<file path="src/rtl/riscv_core_pkg.sv">
// rtl/riscv_core_pkg.sv - shared core constants: data width, opcodes, NOP encoding
package riscv_core_pkg;
  localparam int XLEN = 32;

  localparam logic [6:0] OP_LOAD   = 7'h03;
  localparam logic [6:0] OP_STORE  = 7'h23;
  localparam logic [6:0] OP_BRANCH = 7'h63;

  localparam logic [XLEN-1:0] NOP_INSTR = 32'h0000_0013;
endpackage

</file>
<file path="src/rtl/imm_gen.sv">
// rtl/imm_gen.sv - combinational sign-extended immediate decode for load, store and branch
module imm_gen
  import riscv_core_pkg::*;
(
  input  logic [XLEN-1:0] i_instr,
  output logic [XLEN-1:0] o_imm
);

  always_comb begin
    o_imm = '0;
    case (i_instr[6:0])
      OP_LOAD:   o_imm = {{20{i_instr[31]}}, i_instr[31:20]};
      OP_STORE:  o_imm = {{20{i_instr[31]}}, i_instr[31:25], i_instr[11:7]};
      // Branch offsets are halfword-scaled, so bit 0 is always zero.
      OP_BRANCH: o_imm = {{19{i_instr[31]}}, i_instr[31], i_instr[7],
                          i_instr[30:25], i_instr[11:8], 1'b0};
      default:   o_imm = '0;
    endcase
  end

endmodule

</file>
<file path="src/rtl/pc_ir_unit.sv">
// rtl/pc_ir_unit.sv - PC, instruction register, MDR and ALU-out registers of a multicycle core
// Optional fetch counter on instrCount is built when PC_IR_INSTR_CNT_EN is defined.
module pc_ir_unit
  import riscv_core_pkg::*;
#(
  parameter logic [XLEN-1:0] RESET_PC = 32'h0000_0000
) (
  input  logic            clk,
  input  logic            rst,
  input  logic            pcWriteEnable,
  input  logic            pcWriteCond,
  input  logic            pcSource,
  input  logic            irWriteEnable,
  input  logic [XLEN-1:0] aluResult,
  input  logic            aluZero,
  input  logic [XLEN-1:0] memDataOut,
  output logic [XLEN-1:0] pc,
  output logic [XLEN-1:0] oldPc,
  output logic [XLEN-1:0] instr,
  output logic [6:0]      instOpcode,
  output logic [XLEN-1:0] imm,
  output logic [XLEN-1:0] mdr,
  output logic [XLEN-1:0] aluOut,
  output logic            misalignErr,
  output logic [XLEN-1:0] instrCount
);

  logic [XLEN-1:0] r_pc;
  logic [XLEN-1:0] r_old_pc;
  logic [XLEN-1:0] r_instr;
  logic [XLEN-1:0] r_mdr;
  logic [XLEN-1:0] r_alu_out;
  logic            r_misalign;

  logic [XLEN-1:0] w_pc_next;
  logic            w_pc_we;

  assign w_pc_next = pcSource ? r_alu_out : aluResult;
  assign w_pc_we   = pcWriteEnable | (pcWriteCond & aluZero);

  always_ff @(posedge clk) begin
    if (rst) begin
      r_pc       <= RESET_PC;
      r_old_pc   <= RESET_PC;
      r_instr    <= NOP_INSTR;
      r_mdr      <= '0;
      r_alu_out  <= '0;
      r_misalign <= 1'b0;
    end else begin
      if (w_pc_we) begin
        r_pc <= {w_pc_next[XLEN-1:2], 2'b00};
        if (w_pc_next[1:0] != 2'b00) r_misalign <= 1'b1;
      end
      // oldPc captures the pre-update PC even when the PC is written on this edge.
      if (irWriteEnable) begin
        r_instr  <= memDataOut;
        r_old_pc <= r_pc;
      end
      r_mdr     <= memDataOut;
      r_alu_out <= aluResult;
    end
  end

`ifdef PC_IR_INSTR_CNT_EN
  logic [XLEN-1:0] r_instr_cnt;

  always_ff @(posedge clk) begin
    if (rst)                r_instr_cnt <= '0;
    else if (irWriteEnable) r_instr_cnt <= r_instr_cnt + 1'b1;
  end

  assign instrCount = r_instr_cnt;
`else
  assign instrCount = '0;
`endif

  imm_gen u_imm_gen (
    .i_instr (r_instr),
    .o_imm   (imm)
  );

  assign pc          = r_pc;
  assign oldPc       = r_old_pc;
  assign instr       = r_instr;
  assign instOpcode  = r_instr[6:0];
  assign mdr         = r_mdr;
  assign aluOut      = r_alu_out;
  assign misalignErr = r_misalign;

endmodule

</file>
<file path="config.mk">
export PLATFORM = sky130hd
export DESIGN_NAME = pc_ir_unit
export DESIGN_NICKNAME = d
export VERILOG_FILES = /design/src/rtl/riscv_core_pkg.sv /design/src/rtl/imm_gen.sv /design/src/rtl/pc_ir_unit.sv
export SDC_FILE = /design/constraint.sdc
export NUM_CORES = 1
export LEC_CHECK = 0
export ABC_AREA = 1
export CAP_MARGIN = 20
export CORE_ASPECT_RATIO = 1.4
export CORE_MARGIN = 5
export CORE_UTILIZATION = 36
export DETAILED_ROUTE_END_ITERATION = 10
export PLACE_DENSITY = 0.76
export SKIP_LAST_GASP = 1
export SLEW_MARGIN = 20
export SYNTH_ARGS = -nofsm -noshare
export SYNTH_HDL_FRONTEND = slang
export SYNTH_SLANG_ARGS = --single-unit
</file>
<file path="constraint.sdc">
create_clock -name clk -period 1.7 [get_ports clk]
set_clock_uncertainty 0.05 [all_clocks]
set_input_delay 0.34 -clock clk [delete_from_list [all_inputs] [get_ports clk]]
set_output_delay 0.34 -clock clk [all_outputs]
set_load 0.02 [all_outputs]
</file>
==> flow_metrics.py <==
metrics = {
    "status": {
        "status": "complete, but fails checks",
        "violations": "negative setup slack",
    },
    "cells_and_area": {
        "antennaDiodeCount": 0,
        "n_fill_cell": 1599,
        "drive_gt1_share_pct": 13.4,
        "finalNonFillerCells": 1218,
        "syn2layout_area_growth_pct": 50.8,
        "nets": 1073,
    },
    "global_routing": {
        "grt_pass1_vias": 5129,
        "grt_pass1_wl_mm": 27.3,
        "grt.total_usage_pct": 18.0,
        "grt_max_degree": 63,
        "antenna_found_initial": 0,
        "grt_overflow_total": 0,
    },
    "synthesis": {
        "ys_ff_latch": 157,
        "yosys.area.top_type": "dfxtp_1",
        "ys_seq_area_share_pct": 52.4,
        "yosys.area.top_type_share_pct": 52.4,
        "synth_area_leaders": "dfxtp_1 52%, nor2_1 11%, buf_4 8.8%",
        "yosysWarnings": 0,
        "syn_area_um2": 6000,
        "synth_cells": 754,
        "avgSynthCellArea_um2": 7.96,
        "ys_types": 22,
    },
    "sta": {
        "setup_ws_ns": -0.288,
        "finalCritPeriodShare_pct": 117,
        "maxSlewViolCount": 0,
        "layout_min_cycle_time_ns": 1.99,
        "rsz0062_at_grt": "yes",
        "hold_viol": 0,
        "fmax_mhz": 503,
        "worst_slew_pin_slew_ns": 0.538,
        "slew_headroom_pct": 64.1,
        "setup_viol": 32,
    },
    "clock_tree": {
        "cts.clk_slew.worst_paths_ns": 0.06,
        "clkLatencyLatePin_ns": 0.41,
        "cts-root-buf": "clkbuf_16",
        "cts_sinks": 157,
        "cts_max_level": 4,
        "clock_path_buffers": 2,
        "cts_tree": "built",
        "cts_buffers": 17,
    },
    "run": {
        "drv_cap": 0,
    },
    "die": {
        "io_pins": 303,
        "dieArea_um2": 19400,
        "die_h_um": 163,
        "dieWidth_um": 119,
        "core_um2": 16600,
        "initial_core_util_pct": 36.2,
        "rows": 56,
    },
    "power_and_ir_drop": {
        "power.density_nw_per_um2": 1020,
        "p_leak_nw": 4.62,
        "vdd_drop_max_v": 0.000609,
    },
    "critical_path": {
        "required_ns": 1.31,
        "end_kind": "output port",
        "crit_type": "flip-flop to output port",
        "arrival_ns": 1.60,
        "critPathMaxFanout": 5,
        "cp-start-kind": "flip-flop",
    },
    "drt": {
        "drt_wl_total_mm": 18.1,
        "wire_per_inst_um": 14.9,
        "first_iter_violations": 240,
        "drtAntennaViolNets": 0,
        "drc": 0,
        "route.vias.total": 5463,
        "firstDrtPassIters": 4,
        "viasPerCell": 4.49,
    },
    "hold_path": {
        "hold_path_class": "primary input to flip-flop",
    },
    "placement": {
        "place_congestion": 0.819,
        "dp_hpwl_mm": 13.1,
        "placed_cells": 1179,
        "place_ws_ns": -0.382,
        "port_buffers": 266,
    },
}
-- worst paths after layout --
kind         cells after the start         from  slack, ns     endpoint
max                              9     instr[2]      -0.29      imm[13]
min                              3          rst       0.27     instr[1]
max reg2reg                      3    instr[31]       0.81    instr[31]
min reg2reg                      2  misalignErr       0.40  misalignErr
-- critical path, stage by stage (launching register included) --
cell        delay, ns
dfxtp_4          0.34
inv_2            0.04
nand2_2          0.06
nor2_4           0.14
nand2_2          0.06
nand2_2          0.09
nand2_4          0.10
clkinvlp_4       0.13
buf_6            0.10
buf_6            0.11
-- sequential cells by signal, indices dropped and copies added, names as in the netlist --
signal / cells
oldPc: 30
misalignErr: 1
aluOut: 32
pc: 30
instr: 32
mdr: 32
-- cell usage after synthesis --
cell	n
inv_2	3
clkbuf_2	5
dfxtp_1	157
buf_6	10
clkbuf_1	2
inv_1	78
o211ai_1	2
o21ai_1	11
nand4_1	1
conb_1	1
a21oi_1	38
nand3_1	14
o21ai_0	104
nand3b_1	1
nor2_4	1
inv_4	1
buf_4	70
buf_2	18
nor2_1	179
nand2_1	54
nand2_2	3
nor3_4	1
-- per-layer routing --
metal | up-vias | global-route usage, % | wire length [µm] | part of all wire (%)
met1 | 2460 | 18.3 | 6750 | 37
met4 | 0 | 8.07 | 633 | 3.5
li1 | 2745 | - | - | -
met5 | - | 0 | 0 | 0
met2 | 225 | 32.8 | 9280 | 51
met3 | 33 | 6.29 | 1440 | 8.0
-- placed cells by master (no fill, tap or decap), types with 2 or more instances in the layout --
cell | synthesis | layout
dfxtp_4 | 0 | 3
clkinv_4 | 0 | 2
a21oi_1 | 38 | 38
clkbuf_16 | 0 | 17
nand2_2 | 3 | 9
buf_12 | 0 | 4
clkinv_2 | 0 | 2
inv_2 | 3 | 6
inv_1 | 78 | 74
nand3_1 | 14 | 6
o211ai_1 | 2 | 2
buf_4 | 70 | 26
o21ai_1 | 11 | 11
nand3_2 | 0 | 7
o21ai_0 | 104 | 104
inv_8 | 0 | 2
nand2_1 | 54 | 46
conb_1 | 1 | 36
dfxtp_2 | 0 | 4
nor2_1 | 179 | 179
clkdlybuf4s50_1 | 0 | 67
buf_2 | 18 | 7
inv_4 | 1 | 2
clkinvlp_4 | 0 | 5
nand2_4 | 0 | 2
dlygate4sd2_1 | 0 | 162
buf_6 | 10 | 28
dfxtp_1 | 157 | 150
inv_6 | 0 | 4
-- where the power goes --
part | leakage (nW) | switching [mW] | internal (mW)
Sequential | 1.31 | 0.129 | 3.92
Clock | 0.283 | 1.58 | 2.09
Combinational | 3.03 | 0.946 | 0.609
-- metrics by stage --
step / instance area, µm² / utilization (%) / power, mW / hold slack, ns / TNS [ns]
4_1_cts: 8930 / 53.8 / 9.36 / 0.262 / -8.26
3_3_place_gp: 8550 / 51.5 / 5.80 / 0.392 / -9.21
3_5_place_dp: 8550 / 51.5 / 5.82 / 0.398 / -10.23
6_report: 9050 / 54.5 / 9.27 / 0.273 / -7.66
5_1_grt: 9050 / 54.5 / 9.72 / 0.284 / -11.48
2_1_floorplan: 6170 / - / 5.06 / 0.397 / -0.845
-- final cells by class --
class	instances	area [µm²]	area share, %
tap	203	254	2.81
clock inverter	13	129	1.42
sequential	157	3160	34.9
clock buffer	19	443	4.89
multi-input combinational	445	2000	22.1
timing repair buffer	296	2730	30.2
timing repair inverter	3	22.5	0.249
inverter	82	314	3.47
-- cells by family (layout without fill, tap and decap cells) --
| kind of cell | Yosys count | count (layout) | synth area share, % |
|---|---|---|---|
| compound gates | 155 | 155 | 13.0 |
| buf+inv | 187 | 413 | 17.8 |
| flops | 157 | 157 | 52.4 |
| other cells | 1 | 36 | 0.0625 |
| simple gates | 254 | 254 | 16.7 |
-- timing repair --
action | 4_1_cts | 5_1_grt
setup endpoints to repair | 196 | 34
hold buffers | 0 | 0
pin swaps | 4 | 8
gates cloned | 3 | 0
gates resized for setup | 337 | 30
setup buffers | 3 | 1
Note: power is estimated with default switching activity, not from simulation.
